===== config.mk =====
export PLATFORM = sky130hd
export DESIGN_NAME = fht_adc_loader
export DESIGN_NICKNAME = d
export VERILOG_FILES = /design/src/rtl/fht_adc_loader.sv
export SDC_FILE = /design/constraint.sdc
export NUM_CORES = 1
export LEC_CHECK = 0
export ABC_AREA = 1
export CAP_MARGIN = 10
export CORE_MARGIN = 1.5
export CORE_UTILIZATION = 30
export CTS_CLUSTER_DIAMETER = 80
export DETAILED_ROUTE_END_ITERATION = 10
export GPL_TIMING_DRIVEN = 1
export HOLD_SLACK_MARGIN = 0.03
export SKIP_CTS_REPAIR_TIMING = 1
export SLEW_MARGIN = 20
export SYNTH_ARGS = -nofsm -noshare
export SYNTH_HDL_FRONTEND = slang
export SYNTH_SLANG_ARGS = --single-unit

===== constraint.sdc =====
create_clock -name iCLK -period 1.3 [get_ports iCLK]
set_input_delay 0.325 -clock iCLK [delete_from_list [all_inputs] [get_ports iCLK]]
set_output_delay 0.325 -clock iCLK [all_outputs]
set_load 0.02 [all_outputs]

===== src/rtl/fht_adc_loader.sv =====
// ---------------------------------------------------------------------------
// fht_adc_loader
//
// Feeds one frame of 4*BANK_SIZE raw ADC samples into the four FHT RAM banks.
// Sample n is written to bank n mod 4 at address n div 4. Each sample is
// left-aligned into the D_BIT fixed-point word. When the frame is complete,
// the loader pulses oSTART. It then refuses samples until the transform
// signals completion by dropping iRDY and raising it again.
//
// Ports
//   iCLK        clock
//   iRESET      asynchronous active-low reset
//   iADC_DATA   signed ADC sample
//   iADC_VALID  sample present this cycle (the source cannot stall)
//   oADC_READY  loader accepts a sample this cycle (registered)
//   iRDY        fht_top oRDY
//   oSTART      one-cycle start pulse to fht_top
//   oWE         one-hot bank write enable
//   oADDR_WR    write address, shared by all banks
//   oDATA       write data, shared by all banks
//   oOVF        sticky flag: a sample arrived while not ready and was dropped
//   iOVF_CLR    clears oOVF (a same-cycle set takes priority)
//   oFRAME_CNT  frames handed to the FHT, wraps modulo 2**16
// ---------------------------------------------------------------------------
module fht_adc_loader #(
  parameter int ADC_WIDTH = 12,
  parameter int D_BIT     = 22,
  parameter int A_BIT     = 8
) (
  input  logic                 iCLK,
  input  logic                 iRESET,
  input  logic [ADC_WIDTH-1:0] iADC_DATA,
  input  logic                 iADC_VALID,
  output logic                 oADC_READY,
  input  logic                 iRDY,
  output logic                 oSTART,
  output logic [3:0]           oWE,
  output logic [A_BIT-1:0]     oADDR_WR,
  output logic [D_BIT-1:0]     oDATA,
  output logic                 oOVF,
  input  logic                 iOVF_CLR,
  output logic [15:0]          oFRAME_CNT
);

  localparam int N_BIT = A_BIT + 2;
  localparam logic [N_BIT-1:0] N_LAST = '1;

  typedef enum logic [1:0] {
    ST_LOAD,
    ST_START,
    ST_WAIT_LO,
    ST_WAIT_HI
  } state_e;

  state_e           state_q, state_d;
  logic [N_BIT-1:0] n_q;
  logic             accept;

  // Only oADC_READY gates acceptance, so the write path and the FSM always
  // agree on which samples were taken.
  assign accept = iADC_VALID & oADC_READY;

  // NOTE: every signal assigned in always_comb gets a default first, so no
  // path can leave it unassigned and infer a latch.
  always_comb begin
    state_d = state_q;
    unique case (state_q)
      ST_LOAD:    if (accept && (n_q == N_LAST)) state_d = ST_START;
      ST_START:   state_d = ST_WAIT_LO;
      ST_WAIT_LO: if (!iRDY) state_d = ST_WAIT_HI;
      ST_WAIT_HI: if (iRDY) state_d = ST_LOAD;
      default:    state_d = ST_LOAD;
    endcase
  end

  // NOTE: sequential state uses non-blocking assignments only, so every
  // register samples the pre-edge value of every other register.
  always_ff @(posedge iCLK or negedge iRESET) begin
    if (!iRESET) begin
      state_q    <= ST_LOAD;
      n_q        <= '0;
      oADC_READY <= 1'b0;
      oSTART     <= 1'b0;
      oWE        <= '0;
      oADDR_WR   <= '0;
      oDATA      <= '0;
      oOVF       <= 1'b0;
      oFRAME_CNT <= '0;
    end else begin
      state_q <= state_d;

      // Ready is a registered look-ahead: it is high in the cycles in which
      // the FSM sits in LOAD.
      oADC_READY <= (state_d == ST_LOAD);

      // The write strobe and its address/data are single-cycle and return to
      // zero unless a sample was accepted at this edge.
      oWE      <= '0;
      oADDR_WR <= '0;
      oDATA    <= '0;
      if (accept) begin
        oWE      <= 4'b0001 << n_q[1:0];
        oADDR_WR <= n_q[N_BIT-1:2];
        oDATA    <= {iADC_DATA, {(D_BIT-ADC_WIDTH){1'b0}}};
        n_q      <= n_q + 1'b1;  // wraps to 0 after the last sample of a frame
      end

      // The START state lasts one cycle, so this pulse lands one cycle after
      // the write of the final sample and never overlaps a write.
      oSTART <= (state_q == ST_START);

      if ((state_q == ST_WAIT_HI) && iRDY) oFRAME_CNT <= oFRAME_CNT + 16'd1;

      // Set has priority over clear so that a drop is never lost.
      if (iADC_VALID && !oADC_READY) oOVF <= 1'b1;
      else if (iOVF_CLR)             oOVF <= 1'b0;
    end
  end

endmodule


==> summary.md <==
| Metric | Value |
|---|---|
| PD cells | `1400 nW/µm²` |
| H-Tree Depth | `2` |
| Skew-Pair Late Insertion Delay | `0.31 ns` |
| Worst-path clk slew | `0.11 ns` |
| Starting Density | `0.310` |
| Commonest non-fill, non-tap cell in the layout | `dfrtp_1` |
| Mapped Cells | `254` |
| Final setup violation count | `0` |
| Reg-to-reg slack, setup | `0.08 ns` |
| Hold Crit Class | `input pin to flop` |
| Worst endpoint required time | `0.98 ns` |
| Total chip power | `0.00503 W` |
| Final hold viol count | `0` |
| Seq pwr share | `0.440` |
| Period utilisation layout | `0.966` |
| Vias in the first global route | `1778` |
| Arr. time, crit path | `0.93 ns` |
| Post-route minimum period | `1.26 ns` |
| Drt via density | `4.06` |
| Setup TNS | `0 ns` |
| Final net count | `372` |
| Synth unique cells | `25` |
| CTS Buf Count | `5` |
| Max incr delay on CP | `0.40 ns` |
| Crit Reg-Reg Endpoint | `oFRAME_CNT[8]$_DFFE_PN0P_` |
| Row count | `32` |
| YS warnings | `0` |
| Placed insts | `442` |
| CTS tree | `done` |
| Synth Area per Inst | `9.38 µm²` |
| Hold Startpoint | `iRDY` |
| Core area | `7690 µm²` |
| Die Ht | `92.1 µm` |
| Crit-path cells | `dlymetal6s2s_1` |
| Post-route setup slack | `0.0442 ns` |
| First drt pass iteration count | `5` |
| First-pass GRT wire length | `8.22 mm` |
| Filler instances | `754` |
| Internal | `0.00326 W` |
| Leakage | `2.39 nW` |
| Wire per inst | `11.0 µm` |
| Critical setup path kind | `flop to primary output` |
| Clock sink count | `55` |
| Hold worst-path end | `state_q[0]$_DFF_PN0_` |
| Hpwl dp | `3.52 mm` |
| Fraction of layout instances using a drive strength above 1 | `0.205` |
| Number of synthesized register bits | `55` |
| Max VDD drop | `0.668 mV` |
| CP Max Fanout | `2` |
| Vias | `1840` |
| Top Family by Delay on Critical Path | `flip-flops` |
| Gpl congestion | `0.772` |
| Drt initial violations | `114` |
| Die width | `92.1 µm` |
| Final Skew | `0.00959 ns` |
| RR Startpoint | `oFRAME_CNT[1]$_DFFE_PN0P_` |
| Die Area | `8480 µm²` |
| Finished Layout Cells | `453` |
| Initial antenna violation count | `0` |
| Clock Tree Root | `clkbuf_8` |
| Fmax | `796 MHz` |
| Clk pwr share | `0.201` |
| Sw frac | `0.351` |
| Final Cell Area | `3590 µm²` |
| Worst-case clock buffer depth | `2` |
| RSZ-0062 raised after global routing | `yes` |
| GRT Util Overall | `0.125` |
| Gate power share | `0.359` |
| Boundary pin count | `70` |
| Number of antenna repair diodes | `0` |
| Largest net degree at the start of global routing | `56` |
| Layout overhead on the synthesized area | `50.8%` |
| DP Area | `3290 µm²` |
| WP buf/inv | `1` |
| Slew Viols, Final | `0` |
| CP max stage cell | `dfrtp_1` |
| Detailed-route DRC error count | `0` |
| Most frequent cells in the layout | `dfrtp_1 (54), nand2_1 (44), dlymetal6s2s_1 (43)` |
| Post-synthesis sequential area ratio | `0.578` |
| Number of cells on the worst reg-to-reg path | `7` |
| Routed wire length | `4.99 mm` |
| Worst Setup End Kind | `primary output` |
| Synthesized cell area | `2380 µm²` |
| Antenna Nets Post-Route | `0` |
| Outcome | `finished, final reports clean` |
| Dpl ws | `-0.352 ns` |
| Net Sw Power | `0.00176 W` |
| IO buf count | `59` |
| Critical Path Source Type | `flop` |
| Worst hold stages | `2` |
| Max-cap viol count | `0` |
| GR Overflow Total | `0` |
cell usage after synthesis:
cell      number  area [µm²]
buf_4         10        75.1
o22ai_1        1        6.26
clkbuf_1       2        7.51
nor2_4         4        45.0
dfrtp_1       55        1380
xor2_1         9        78.8
nor3_2         2        20.0
nand2_2        3        18.8
nor2_1        39         146
clkinv_1       1        3.75
nor3_1         1        5.00
a21oi_1        1        5.00
nor2_2         1        6.26
nand3b_1       2        15.0
inv_1         40         150
nand4_1        3        18.8
inv_2          2        7.51
conb_1         1        3.75
nand3_1       10        50.1
o21ai_0        1        5.00
xnor2_1        7        61.3
nand3_2        1        10.0
o21ai_1        4        20.0
nand2_1       49         184
ha_1           5        62.6
cell families (layout without fill, tap and decap cells):
logic type,after synthesis,in the layout,synth area share
AOI/OAI and AO/OA,7,7,0.0152
xor gates and xnor gates,16,16,0.0588
adders and majority gates,5,5,0.0263
buffers and inverters,55,143,0.102
DFF,55,55,0.578
other,1,10,0.00157
and+or+nand+nor,115,115,0.218
sequential cells by signal, indices dropped and copies added (netlist names), 2 cells and up:
register    cells
n_q            10
oADDR_WR        8
oDATA          12
oFRAME_CNT     16
oWE             4
state_q         2
metal layers:
layer	up-vias	part of all wire	track usage	routed length [µm]
met5	-	0	0	0
met4	0	0.016	0.0500	79
met3	6	0.057	0.0398	286
met2	53	0.49	0.204	2440
met1	853	0.44	0.153	2180
li1	928	-	-	-
how the worst max path moves through the flow:
| stage | to | from | slack (ns) | cells after the start |
|---|---|---|---|---|
| floorplan | oFRAME_CNT[14]$_DFFE_PN0P_ | oFRAME_CNT[1]$_DFFE_PN0P_ | 0.008 | 8 |
| global placement | oFRAME_CNT[14]$_DFFE_PN0P_ | iRDY | -0.32 | 8 |
| detailed placement | oFRAME_CNT[12]$_DFFE_PN0P_ | iRDY | -0.35 | 8 |
| CTS | oFRAME_CNT[0] | oFRAME_CNT[0]$_DFFE_PN0P_ | -0.35 | 1 |
| global route | oFRAME_CNT[8]$_DFFE_PN0P_ | oFRAME_CNT[1]$_DFFE_PN0P_ | -0.02 | 7 |
| finish | oFRAME_CNT[4] | oFRAME_CNT[4]$_DFFE_PN0P_ | 0.04 | 1 |
final cells by class:
cell class,instances,area (µm²),area share
clock buffer,7,86.3,0.0240
clock inverter,1,8.76,0.00244
inverter,43,161,0.0449
multi-input combinational,153,877,0.244
sequential,55,1380,0.383
tap,102,128,0.0355
timing repair buffer,92,955,0.266
metrics by stage:
step	utilization	hold slack (ns)
floorplan	-	0.0294
CTS	0.440	0.000375
global route	0.467	0.294
finish	0.467	0.280
detailed placement	0.427	0.349
global placement	0.427	0.347
power groups by stage:
stage                     Combinational [W]  Clock (W)  Sequential (W)
final                               0.00181    0.00101         0.00221
after global placement              0.00173          0         0.00224
after CTS                           0.00176    0.00105         0.00221
after floorplan                    0.000589          0         0.00252
after global routing                0.00200    0.00112         0.00225
after detailed placement            0.00175          0         0.00224
No activity file was read; power rests on OpenSTA's default activity.
